==> src/rtl/oak_foundation_reader.sv <==
// Snapshots the five oak_foundation constants, checks them against their golden encodings and
// streams the snapshot as bytes. Define OAK_READER_CHECKSUM_EN to append an XOR checksum byte.
module oak_foundation_reader #(
  parameter bit          MSB_FIRST        = 1'b1,
  parameter logic [31:0] PHOENIX_EXPECTED = 32'd999
) (
  input  logic        clk,
  input  logic        rst,
  input  logic        start,
  input  logic [63:0] phi_in,
  input  logic [63:0] pi_in,
  input  logic [63:0] e_in,
  input  logic [63:0] trinity_in,
  input  logic [31:0] phoenix_id_in,
  output logic [7:0]  out_data,
  output logic        out_valid,
  input  logic        out_ready,
  output logic        busy,
  output logic        done,
  output logic        pass,
  output logic [4:0]  fail_mask
);

  localparam logic [63:0] PHI_GOLD  = 64'h3FF9E3779B97F4A8;
  localparam logic [63:0] PI_GOLD   = 64'h400921FB54442D18;
  localparam logic [63:0] E_GOLD    = 64'h4005BF0A8B145769;
  localparam logic [63:0] TRIN_GOLD = 64'h4008000000000000;
`ifdef OAK_READER_CHECKSUM_EN
  localparam logic [5:0]  LAST_IDX  = 6'd36;
`else
  localparam logic [5:0]  LAST_IDX  = 6'd35;
`endif

  typedef enum logic [2:0] {IDLE, CAPTURE, CHECK, STREAM, DONE} state_t;

  state_t      state, state_nxt;
  logic [63:0] phi_q, pi_q, e_q, trinity_q;
  logic [31:0] phoenix_q;
  logic [5:0]  cnt;
  logic [4:0]  mismatch;
  logic [7:0]  byte_sel;
  logic        xfer;
`ifdef OAK_READER_CHECKSUM_EN
  logic [7:0]  csum;
`endif

  function automatic logic [7:0] pick64(input logic [63:0] w, input logic [2:0] b);
    logic [2:0] idx;
    idx = MSB_FIRST ? 3'd7 - b : b;
    return w[{idx, 3'b000} +: 8];
  endfunction

  function automatic logic [7:0] pick32(input logic [31:0] w, input logic [1:0] b);
    logic [1:0] idx;
    idx = MSB_FIRST ? 2'd3 - b : b;
    return w[{idx, 3'b000} +: 8];
  endfunction

  always_ff @(posedge clk or posedge rst) begin
    if (rst) state <= IDLE;
    else     state <= state_nxt;
  end

  always_comb begin
    state_nxt = state;
    case (state)
      IDLE:    if (start) state_nxt = CAPTURE;
      CAPTURE: state_nxt = CHECK;
      CHECK:   state_nxt = STREAM;
      STREAM:  if (xfer && cnt == LAST_IDX) state_nxt = DONE;
      DONE:    state_nxt = IDLE;
      default: state_nxt = IDLE;
    endcase
  end

  assign out_valid = (state == STREAM);
  assign busy      = (state == CAPTURE) || (state == CHECK) || (state == STREAM);
  assign done      = (state == DONE);
  assign xfer      = out_valid && out_ready;
  // Byte is a pure function of snapshot and counter, so it stays put while the sink stalls.
  assign out_data  = out_valid ? byte_sel : 8'h00;

  assign mismatch = {phoenix_q != PHOENIX_EXPECTED, trinity_q != TRIN_GOLD,
                     e_q != E_GOLD, pi_q != PI_GOLD, phi_q != PHI_GOLD};

  always_comb begin
    byte_sel = 8'h00;
    case (cnt[5:3])
      3'd0: byte_sel = pick64(phi_q, cnt[2:0]);
      3'd1: byte_sel = pick64(pi_q, cnt[2:0]);
      3'd2: byte_sel = pick64(e_q, cnt[2:0]);
      3'd3: byte_sel = pick64(trinity_q, cnt[2:0]);
      3'd4: begin
`ifdef OAK_READER_CHECKSUM_EN
        if (cnt[2]) byte_sel = csum;
        else        byte_sel = pick32(phoenix_q, cnt[1:0]);
`else
        byte_sel = pick32(phoenix_q, cnt[1:0]);
`endif
      end
      default: byte_sel = 8'h00;
    endcase
  end

  always_ff @(posedge clk or posedge rst) begin
    if (rst) begin
      phi_q     <= '0;
      pi_q      <= '0;
      e_q       <= '0;
      trinity_q <= '0;
      phoenix_q <= '0;
      cnt       <= '0;
      fail_mask <= '0;
      pass      <= 1'b0;
    end else begin
      if (state == CAPTURE) begin
        phi_q     <= phi_in;
        pi_q      <= pi_in;
        e_q       <= e_in;
        trinity_q <= trinity_in;
        phoenix_q <= phoenix_id_in;
        cnt       <= '0;
      end
      if (state == CHECK) begin
        fail_mask <= mismatch;
        pass      <= (mismatch == 5'b00000);
      end
      if (xfer) cnt <= cnt + 6'd1;
    end
  end

`ifdef OAK_READER_CHECKSUM_EN
  always_ff @(posedge clk or posedge rst) begin
    if (rst)                    csum <= '0;
    else if (state == CAPTURE)  csum <= '0;
    else if (xfer)              csum <= csum ^ out_data;
  end
`endif

endmodule

==> config.mk <==
export PLATFORM = sky130hd
export DESIGN_NAME = oak_foundation_reader
export DESIGN_NICKNAME = d
export VERILOG_FILES = /design/src/rtl/oak_foundation_reader.sv
export SDC_FILE = /design/constraint.sdc
export NUM_CORES = 1
export LEC_CHECK = 0
export CORE_ASPECT_RATIO = 1.5
export CORE_UTILIZATION = 25
export DETAILED_ROUTE_END_ITERATION = 8
export SETUP_SLACK_MARGIN = 0.4
export SYNTH_ARGS = -nofsm -noshare
export SYNTH_HDL_FRONTEND = slang
export SYNTH_SLANG_ARGS = --single-unit
export TNS_END_PERCENT = 100
==> constraint.sdc <==
create_clock -name clk -period 13.72 [get_ports clk]
set_input_delay 1.372 -clock clk [delete_from_list [all_inputs] [get_ports clk]]
set_output_delay 1.372 -clock clk [all_outputs]
set_load 0.03 [all_outputs]
==> impl_results.md <==
- Async set or reset register ratio after synthesis: 100%
- Rows: 109
- Via Count: 13600
- Cts hold-fix bufs: 0
- HPWL after DPL: 47000 um
- Worst-path clk slew: 0.06 ns
- Setup crit end kind: primary output
- CTS buffer count: 31
- Core box area: 58800 um^2
- Post-synth top area cell: dfrtp_1
- Logic pwr share: 31.5%
- # nets final: 2269
- Flop2flop setup slack: 10.49 ns
- Outcome: finished, final reports clean
- Share of cells above drive strength 1: 7.60%
- Worst IR drop on VDD: 0.140 mV
- Slew Viols, Final: 0
- DR iter-0 viols: 1150
- Placed instance area: 18500 um^2
- Fmax: 0.159 GHz
- Fin area: 19600 um^2
- Arrival time at the worst endpoint: 4.90 ns
- Via density: 4.90
- RSZ-0062 raised after global routing: no
- Initial core utilization: 25.2%
- IO buf count: 308
- Syn_nets: 2020
- Clock latency on the worst-skew pair: 0.58 ns
- Final Hold Vio Count: 0
- Top cell type's share of synthesized area: 51.1%
- Power Internal: 0.00199 W
- Register area share after synthesis: 51.1%
- End-of-flow core utilization: 33.3%
- CP required: 12.35 ns
- Fin Hold WS: 0.497 ns
- Critical Path Start Type: register
- Most frequent cell after synthesis: nand2_1
- Clock share of power: 28.9%
- Distinct cells, synth: 58
- Post-CTS Setup Inserts: 0
- 1st-pass router iterations: 8
- Synth Warn #: 0
- Root buf cell: clkbuf_16
- RD Place Congestion: 0.929
- Sw Share: 36.8%
- Worst-Margin Slew: 1.26 ns
- Leakage: 8.74 nW
- Post-DRT Antenna Nets: 0
- Gr ovfl total: 0
- Pin count of the biggest net entering global routing: 112
- Netlist Area Pre-Place: 14800 um^2
- FF+latch count, synth: 303
- Top_reg_cell synth: dfrtp_1
- Die width: 201 um
- Initial antenna violation count: 1
- Commonest cells post-synth: 925 x nand2_1, 303 x dfrtp_1, 64 x clkbuf_1
- DRC Markers: 0
- First-pass GRT wire length: 89000 um
- Area growth, synth to finish: 32.2%
- Ports: 309
- Crit path kind: register to primary output
- Flop pwr share: 39.5%
- Worst Hold Class: register to register
- Post-Syn Area per Cell: 8.58 um^2
- Largest cells by area after synthesis: dfrtp_1 51%, nand2_1 23%, mux2_2 3.8%, mux4_2 3.0%, clkbuf_1 1.6%
- Multi-input logic area: 6720 um^2
- Filler cells: 6055
- Total routed wirelength: 61400 um
- Post-synthesis instance total: 1727
- Maximum clock path buffer count: 3
- # H-tree levels: 1
- Crit path max fanout: 42
- # setup viols final: 0
- CTS resizes: 0
- Max transition margin: 16.1%
- Max Cap Violations: 0
- Drt wl/cell: 22.1 um
- Clock sinks: 303
- CTS tree: yes
- Die height: 300 um
- Crit share post-route: 45.7%
- Worst Skew: 0.0103 ns
- Pwr/cell area: 160 nW/um^2
- Psw: 0.00115 W
- Total global-route track usage: 19.9%
- Post-synth EDFFs: 0
- Setup_tns: 0 ns
- Min cycle time layout: 6.27 ns
- Register area: 7590 um^2
- Vias in the first global route: 13800
- Ant. Diodes: 0
- Total die area: 60300 um^2
==> logic make-up after synthesis <==
group / share of synthesized area, %
adder cells (fa/ha/maj): 0.0844
flip-flops: 51.1
buffers and inverters: 3.60
multiplexers: 8.30
AND/OR/NAND/NOR: 30.5
AO/OA/AOI/OAI: 6.41
==> placed cells by master, fill, tap and decap left out, types with 4 or more instances in the layout <==
cell / synthesis / final
clkbuf_8: 0 / 7
dfrtp_1: 303 / 300
a21oi_1: 10 / 10
nor2b_1: 5 / 5
bufinv_16: 0 / 4
o22ai_1: 7 / 7
nand4b_1: 4 / 4
clkbuf_16: 0 / 31
a311oi_1: 10 / 10
nor4bb_1: 7 / 7
nand3_1: 9 / 9
nor3_1: 14 / 14
o21ai_1: 5 / 5
inv_1: 7 / 6
a31oi_1: 13 / 13
nor4b_1: 16 / 16
o211ai_1: 4 / 4
nand2_1: 925 / 924
mux2_1: 5 / 5
mux4_2: 20 / 20
a211oi_1: 10 / 10
and4b_1: 5 / 5
nor2_1: 24 / 24
clkinv_2: 0 / 6
a221oi_1: 20 / 20
a22oi_1: 15 / 15
mux2i_1: 16 / 16
nand4_1: 25 / 25
clkdlybuf4s50_1: 0 / 308
o21ai_0: 17 / 17
buf_4: 8 / 15
nor4_1: 38 / 38
mux2_2: 50 / 50
==> stage by stage <==
| stage | instances | setup slack, ns | power [W] |
|---|---|---|---|
| after floorplan | 1727 | 3.97 | 0.00180 |
| after global placement | 2720 | 8.08 | 0.00222 |
| after detailed placement | 2720 | 8.17 | 0.00223 |
| after CTS | 2777 | 7.54 | 0.00314 |
| after global routing | 2777 | 7.30 | 0.00328 |
| final | 2777 | 7.45 | 0.00314 |
==> final timing paths <==
path | startpoint | cells past startpoint | endpoint
hold reg to reg | pi_q[28]$_DFFE_PP0P_ | 2 | pi_q[28]$_DFFE_PP0P_
setup reg to reg | state[2]$_DFFE_PP0P_ | 6 | trinity_q[2]$_DFFE_PP0P_
max in group asynchronous | rst | 4 | e_q[8]$_DFFE_PP0P_
min in group asynchronous | rst | 2 | trinity_q[52]$_DFFE_PP0P_
hold / removal | pi_q[28]$_DFFE_PP0P_ | 2 | pi_q[28]$_DFFE_PP0P_
setup / recovery | cnt[4]$_DFFE_PP0P_ | 8 | out_data[1]
==> routing by layer <==
metal  wire (um)  vias up  GRT usage (%)
met5          13        -              0
met4        2970        2           9.63
met3        3480      131           2.89
met2       31400      572           35.8
met1       23500     6640           23.0
li1            -     6262              -
==> worst max-delay path, stage by stage (launching register included) <==
cell and delay (ns):
dfrtp_2 0.79, buf_4 0.57, and2b_1 0.19, buf_4 0.37, a221oi_1 0.15, a311oi_1 0.40, nor4_1 0.15, nor4_1 0.82
clkdlybuf4s50_1 0.83
==> power by group through the flow <==
stage	Sequential, W	Clock [W]	Combinational, W
after detailed placement	0.00125	0	0.000978
after floorplan	0.00112	0	0.000681
final	0.00124	0.000908	0.000990
after CTS	0.00123	0.000925	0.000985
after global routing	0.00125	0.000961	0.00106
after global placement	0.00125	0	0.000974
==> flip-flops by register name, indices dropped and copies added, names as in the netlist <==
signal	cells
cnt	6
e_q	64
fail_mask	5
pass	1
phi_q	64
phoenix_q	32
pi_q	64
state	3
trinity_q	64
==> area by class of cell <==
cell class | count | share of cell area [%]
clock buffers | 41 | 4.51
clock inverters | 16 | 1.03
inverters | 8 | 0.192
multi-input cells | 1309 | 34.3
flip-flops and latches | 303 | 38.7
well taps | 777 | 4.96
repair buffers | 323 | 16.3
Power figures use the tool's default switching activity.
